<file path="src/rtl/tdm_demux8.sv">
// tdm_demux8: frame-synchronised demultiplexer that steers a TDM beat stream onto 8 registered lanes.
// Slot k lands on lane k; a start-of-frame marker realigns slot 0 and framing faults pulse sync_err.
module tdm_demux8 #(
    parameter int W = 8
) (
    input  logic           clk,
    input  logic           rst_n,
    input  logic           in_valid,
    input  logic           in_sof,
    input  logic [W-1:0]   in_data,
    output logic [8*W-1:0] out_data,
    output logic [7:0]     out_lane_valid,
    output logic           frame_done,
    output logic           sync_err,
    output logic           locked
);
    typedef enum logic {HUNT, LOCKED} state_t;

    state_t     state, state_d;
    logic [2:0] slot, slot_d, lane;
    logic       wr, err;

    always_comb begin
        state_d = state;
        slot_d  = slot;
        wr      = 1'b0;
        err     = 1'b0;
        lane    = in_sof ? 3'd0 : slot;
        if (in_valid) begin
            if (state == HUNT) begin
                if (in_sof) begin
                    wr      = 1'b1;
                    slot_d  = 3'd1;
                    state_d = LOCKED;
                end
            end else if (in_sof) begin
                // a marker anywhere but slot 0 aborts the frame yet still starts the new one
                wr     = 1'b1;
                slot_d = 3'd1;
                err    = slot != 3'd0;
            end else if (slot == 3'd0) begin
                err     = 1'b1;
                state_d = HUNT;
            end else begin
                wr     = 1'b1;
                slot_d = slot + 3'd1;
            end
        end
    end

    always_ff @(posedge clk or negedge rst_n) begin
        if (!rst_n) begin
            state          <= HUNT;
            slot           <= 3'd0;
            out_data       <= '0;
            out_lane_valid <= 8'd0;
            frame_done     <= 1'b0;
            sync_err       <= 1'b0;
        end else begin
            state          <= state_d;
            slot           <= slot_d;
            out_lane_valid <= wr ? (8'd1 << lane) : 8'd0;
            frame_done     <= wr && (lane == 3'd7);
            sync_err       <= err;
            if (wr) out_data[int'(lane)*W +: W] <= in_data;
        end
    end

    assign locked = state == LOCKED;
endmodule

</file>
<file path="config.mk">
export PLATFORM = sky130hd
export DESIGN_NAME = tdm_demux8
export DESIGN_NICKNAME = d
export VERILOG_FILES = /design/src/rtl/tdm_demux8.sv
export SDC_FILE = /design/constraint.sdc
export NUM_CORES = 1
export LEC_CHECK = 0
export CAP_MARGIN = 20
export CORE_UTILIZATION = 52
export CTS_CLUSTER_DIAMETER = 200
export DETAILED_ROUTE_END_ITERATION = 7
export GPL_TIMING_DRIVEN = 0
export MAX_ROUTING_LAYER = met4
export PLACE_DENSITY = 0.87
export SYNTH_ARGS = -nofsm -noshare
export SYNTH_HDL_FRONTEND = slang
export SYNTH_SLANG_ARGS = --single-unit
</file>
<file path="constraint.sdc">
create_clock -name clk -period 8.9 [get_ports clk]
set_clock_uncertainty 0.1 [all_clocks]
set_input_delay 1.78 -clock clk [delete_from_list [all_inputs] [get_ports clk]]
set_output_delay 1.78 -clock clk [all_outputs]
set_load 0.05 [all_outputs]
</file>
==> results.md, run 1 <==
- Initial core utilization: 0.548
- Routed Antenna Nets: 0
- Setup violations, final: 0
- Core outline area: 6030 um2
- Hold Crit Class: reg -> reg
- Num ports: 87
- Layout net count: ~380
- Via count: 2303
- CTS tree: yes
- Crit end category: register
- Global-route wire length before repair: 11500 um
- RSZ-0062 raised after global routing: no
- Cell count after placement: around 420
- Global route overflow: 0
- Cell Int Power: 0.875 mW
- Mapped Nets: between 200 and 300
- Post-CTS setup buffer count: 0
- Post-route DRC: 0
- Buffers added on ports: 86
- Clock buffer depth: 2
- Max-cap violations: 0
- Register area share after synthesis: 0.583
- Clk Latency, worst-skew pair: 0.34 ns
- FF+latch count, synth: 77
- Setup TNS Final: 0 ns
- Die Ht: 81.7 um
- Comb power frac: 0.512
- Drt pass-1 iters: 4
- Via density: 5.27
- Post-synth ARST share: 1.00
- Placer Congestion: 0.794
- NetSw: 0.726 mW
- Avg Inst Size Synth: 12.8 um2
- Largest cells by area after synthesis: dfrtp_1 58%, mux2_2 17%, ha_1 3.8%, nand2_1 3.2%, mux2i_1 2.4%
- Vias in the first global route: 2260
- Worst EP arrival: 4.85 ns
- Ys Warns: 0
- Area share of the largest cell type after synthesis: 0.583
- Final Instance Area: 4480 um2
- GRT Overall Usage: 0.250
- Syn Inst Count: 259
- PD cells: 357 nW/um2
- Die W: 81.7 um
- Std cell rows: 28
- Post-CTS sizing: 0
- Sw Ratio: 0.453
- P_leak: 2.09 nW
- Tcrit/Tclk final: 0.530
- Synth Flop Type: dfrtp_1
- Hold_buf cts: 0
- Final Hold Vio Count: 0
- Ant. Diodes: 0
- Leading cell type in the layout, fill and taps excluded: clkdlybuf4s50_1
- Max-slew violations: 0
- Synth area leader: dfrtp_1
- Critical Path Start Type: primary input
- Commonest non-fill, non-tap cells in the layout: 85 x clkdlybuf4s50_1, 77 x dfrtp_1, 50 x mux2_2, 28 x nand2_1, 20 x inv_1
- Seq pwr share: 0.322
- Maximum VDD drop: 0.000292 V
- Worst Tran Pin Value: 0.701 ns
- Cell variety after synth: 32
- Power, Total: 1.60 mW
- Layout area overhead: 35.7%
- Period minus WS final: 4.71 ns
- Final worst slack: roughly 4.2 ns
- Fillers: 434
- Largest net degree at the start of global routing: 54
- Critical path required time: 9.03 ns
- Clock share of power: 0.166
- CP Max Fanout: 8
- Worst rel slew slack: 0.531
- Place WS: 3.83 ns
- Final cell count without fillers: around 440
- DRT Wirelength: 7440 um
- CTS root buf: clkbuf_8
- Hold WS: around 0.39 ns
- Die area: 6670 um2
- Clock sink count: 77
- Final HPWL DP: between 5000 and 6000 um
- H-tree levels: 3
- Mapped Area: ~3300 um2
- Share of layout cells above drive strength 1: 0.227
- Clock edge transition at the registers on the reported setup and hold paths: 0.08 ns
- Initial antenna violation count: 0
- Cts bufs inserted: 9
- DRT iter0 DRCs: between 100 and 150
- Critical path type: in -> reg
- Status: completed
- Utilization after layout: 0.744
- Placed cell areas: around 4300 um2
- Routed length per instance: around 17 um
- EDFF count, synth: 0
- Maximum clock rate: approximately 210 MHz
[cells in the mapped netlist, types with 2 or more instances]
cell and instances:
mux2_2 50, o21ai_0 12, nor4_1 3, buf_4 3, nand2b_1 3, nor2b_1 3
nor2_1 9, nand2_1 28, ha_1 10, nor2_2 3, dfrtp_1 77, nor3_1 2
inv_1 20, mux2i_1 8, clkbuf_1 2, and2_1 10
[power groups by stage]
stage | combinational, mW | clock [mW] | sequential, mW
final | 0.819 | 0.266 | 0.516
after global routing | 0.860 | 0.280 | 0.529
after CTS | 0.824 | 0.267 | 0.517
after detailed placement | 0.818 | 0 | 0.521
after global placement | 0.804 | 0 | 0.514
after floorplan | 0.189 | 0 | 0.874
[layer usage]
layer | routed length, um | share of wire | track usage
met4 | 107 | 0.014 | 0.104
met5 | 0 | 0 | -
met2 | 3690 | 0.50 | 0.388
met1 | 3210 | 0.43 | 0.318
met3 | 430 | 0.058 | 0.0567
[flip-flops by register name, summed over array words and instances, names as in the netlist]
signal,count
slot,3
frame_done,1
sync_err,1
out_data,64
locked,1
out_lane_valid,7
[worst max-delay path: stages]
cell and delay (ns):
clkdlybuf4s50_1 0.53, nor2b_1 0.38, inv_1 0.12, ha_1 0.26
ha_1 0.28, clkbuf_1 0.37, o211ai_1 0.23, nor2_2 0.48
mux2_2 0.40
[logic make-up (layout without fill, tap and decap cells)]
logic type	Yosys count	in the layout	synth area share
AO/OA/AOI/OAI	18	18	0.0330
flip-flops	77	77	0.583
adder cells (fa/ha/maj)	10	10	0.0379
AND/OR/NAND/NOR	69	69	0.114
multiplexers	58	58	0.195
buffers and inverters	27	130	0.0367
[cell type report]
type                       instances  area [um2]  share of cell area
timing repair buffer              87         886               0.198
sequential                        77        1930               0.430
multi-input combinational        155        1250               0.280
clock buffer                      10         138              0.0307
buffer                             7        46.3              0.0103
inverter                          20        75.1              0.0167
clock inverter                     6        62.6              0.0140
tap                               75        93.8              0.0209
[final timing paths]
path | from | end | slack, ns | depth (start not counted)
setup / recovery | in_sof | out_data[23]$_DFFE_PN0P_ | 4.19 | 9
hold / removal | out_data[42]$_DFFE_PN0P_ | out_data[42]$_DFFE_PN0P_ | 0.39 | 2
setup reg to reg | slot[0]$_DFFE_PN0P_ | out_data[23]$_DFFE_PN0P_ | 5.61 | 9
hold reg to reg | out_data[42]$_DFFE_PN0P_ | out_data[42]$_DFFE_PN0P_ | 0.39 | 2
max in group asynchronous | rst_n | out_data[48]$_DFFE_PN0P_ | 6.91 | 2
min in group asynchronous | rst_n | locked$_DFFE_PN0P_ | 1.24 | 1
(Power assumes the default switching activity.)
==> inputs of run 2 (changes only) <==
Settings changed: CORE_UTILIZATION 52 to 48, PLACE_DENSITY 0.87 to 0.81.
Clock period 8.9 ns to 4.6 ns, I/O delays scaled along.
==> results.md, run 2 (synthesized netlist as in run 1, its figures left out) <==
- Commonest non-fill, non-tap cells in the layout: 85 x clkdlybuf4s50_1, 77 x dfrtp_1, 50 x mux2_2, 28 x nand2_1, 20 x inv_1
- Maximum clock rate: ~260 MHz
- Core outline area: 6490 um2 (+7.8%)
- Routed Antenna Nets: 0 (unchanged)
- Layout area overhead: 36.7%
- Max-slew violations: 0 (unchanged)
- Critical path type: in -> reg
- Multi-input gate area: 1250 um2 (unchanged)
- Die Ht: 85.0 um (+4.0%)
- Drt pass-1 iters: 6 (+2)
- Final Hold Vio Count: 0 (unchanged)
- Critical Path Start Type: primary input
- Num ports: 87 (unchanged)
- Post-CTS sizing: 0 (unchanged)
- Ant. Diodes: 0 (unchanged)
- Via density: 5.22 (-1.0%)
- Die area: 7220 um2 (+8.1%)
- Place WS: 0.390 ns (-3.44 ns)
- Post-route DRC: 6 (+6)
- Via count: 2290 (-0.56%)
- Comb power frac: 0.502 (-0.010)
- Tcrit/Tclk final: 0.844
- Status: finished, violations left
- H-tree levels: 3 (unchanged)
- Hold_buf cts: 0 (unchanged)
- Cts bufs inserted: 9 (unchanged)
- NetSw: 1.42 mW (+96%)
- Die W: 85.0 um (+4.0%)
- Failing checks: design-rule violations
- Critical path required time: 4.74 ns (-4.29 ns)
- Period minus WS final: 3.88 ns
- Clock edge transition at the registers on the reported setup and hold paths: 0.09 ns (about the same)
- Register area: 1930 um2 (unchanged)
- Largest net degree at the start of global routing: 57 (+5.6%)
- Initial antenna violation count: 0 (unchanged)
- Crit end category: register
- Share of layout cells above drive strength 1: 0.227 (unchanged)
- Clock sink count: 77 (unchanged)
- Max-cap violations: 0 (unchanged)
- Hold Crit Class: in -> async
- Std cell rows: 29 (+3.6%)
- Global-route wire length before repair: 11800 um (+2.9%)
- CTS root buf: clkbuf_8
- Power, Total: 3.17 mW (+98%)
- Placer Congestion: 0.848 (+6.8%)
- R2R depth: 9 (unchanged)
- Global route overflow: 0 (unchanged)
- Clock share of power: 0.184 (+0.018)
- Final HPWL DP: 5140 um (-1.1%)
- Initial core utilization: 0.509 (-0.0396)
- Setup violations, final: 0 (unchanged)
- Final worst slack: 0.717 ns (-3.47 ns)
- Utilization after layout: 0.695 (-0.0489)
- Worst Tran Pin Value: 0.712 ns (+0.0103 ns)
- P_leak: 2.11 nW (+0.86%)
- GRT Overall Usage: 0.229 (-0.0207)
- CTS tree: yes
- Seq pwr share: 0.314 (-0.008)
- Vias in the first global route: 2273 (+0.58%)
- Cell Int Power: 1.74 mW (+99%)
- DRT iter0 DRCs: 124 (-7.5%)
- Hold WS: 0.346 ns (-0.0426 ns)
- Largest register by flop count: out_data
- Layout net count: 379 (unchanged)
- FF-to-FF Start: slot[0]$_DFFE_PN0P_
- Leading cell type in the layout, fill and taps excluded: clkdlybuf4s50_1
- RSZ-0062 raised after global routing: no
- Fillers: 486 (+12%)
- R2R Path End: out_data[18]$_DFFE_PN0P_
- Clock buffer depth: 2 (unchanged)
- Worst rel slew slack: 0.524 (-0.00689)
- Sw Ratio: 0.449 (-0.00437)
- Max reg flops: 64 (unchanged)
- Clk Latency, worst-skew pair: 0.35 ns (about the same)
- Maximum VDD drop: 0.000483 V (+65%)
- Buffers added on ports: 86 (unchanged)
- CP Max Fanout: 8 (unchanged)
- Largest registers: out_data x64, out_lane_valid x7, slot x3
- Worst EP arrival: 4.02 ns (-0.83 ns)
- DRT Wirelength: 7350 um (-1.2%)
- Post-CTS setup buffer count: 0 (unchanged)
- PD cells: 701 nW/um2 (+96%)
- Routed length per instance: 16.7 um (-1.7%)
- R2r setup slk: 1.28 ns (-4.33 ns)
-- run 2: cell types whose count changed in the layout (fill, tap and decap cells not counted) --
cell        before  now
clkinv_2         2    0
clkinv_4         0    1
clkbuf_8        10    9
clkinvlp_4       3    1
bufinv_16        1    2
inv_6            0    2
inv_8            0    1
-- run 2: cell type report --
cell class | instances | area share
Buffer | 7 | 0.0103
Clock buffer | 9 | 0.0274
Clock inverter | 7 | 0.0233
Inverter | 20 | 0.0166
Multi-Input combinational cell | 155 | 0.278
Sequential cell | 77 | 0.427
Tap cell | 77 | 0.0213
Timing Repair Buffer | 87 | 0.196
-- run 2: power by group through the flow --
stage | logic, mW | clock network, mW | registers [mW]
after floorplan | 0.365 | 0 | 1.69
after global placement | 1.56 | 0 | 0.996
after detailed placement | 1.59 | 0 | 1.01
after CTS | 1.60 | 0.593 | 0.997
after global routing | 1.66 | 0.620 | 1.02
final | 1.59 | 0.581 | 0.995
-- run 2: critical path: stages --
cell and delay [ns]:
clkdlybuf4s50_1 0.54, nor2b_1 0.40, inv_1 0.13, ha_1 0.27, ha_1 0.30, clkbuf_1 0.37, o211ai_1 0.23, nor2_2 0.46
mux2_2 0.39
-- run 2: worst max-delay path by stage --
| stage | start | end | slack (ns) |
|---|---|---|---|
| final | in_sof | out_data[18]$_DFFE_PN0P_ | 0.72 |
| after global placement | rst_n | frame_done$_DFF_PN0_ | -0.07 |
| after detailed placement | in_sof | out_data[21]$_DFFE_PN0P_ | 0.39 |
| after global routing | in_sof | out_data[20]$_DFFE_PN0P_ | 0.57 |
| after CTS | in_sof | out_data[18]$_DFFE_PN0P_ | 0.73 |
| after floorplan | in_sof | out_data[16]$_DFFE_PN0P_ | 1.41 |
-- run 2: through the flow --
stage               TNS [ns]  std cells  cell area, um2
global route               0        439            4510
detailed placement         0        423            4290
global placement       -4.67        422            4260
CTS                        0        439            4510
finish                     0        439            4510
floorplan                  0        259            3300
-- run 2: routing by layer --
metal	share of wire	track usage	wire (um)
met5	0	-	0
met3	0.063	0.0661	460
met2	0.46	0.343	3390
met4	0.017	0.0878	125
met1	0.46	0.297	3370
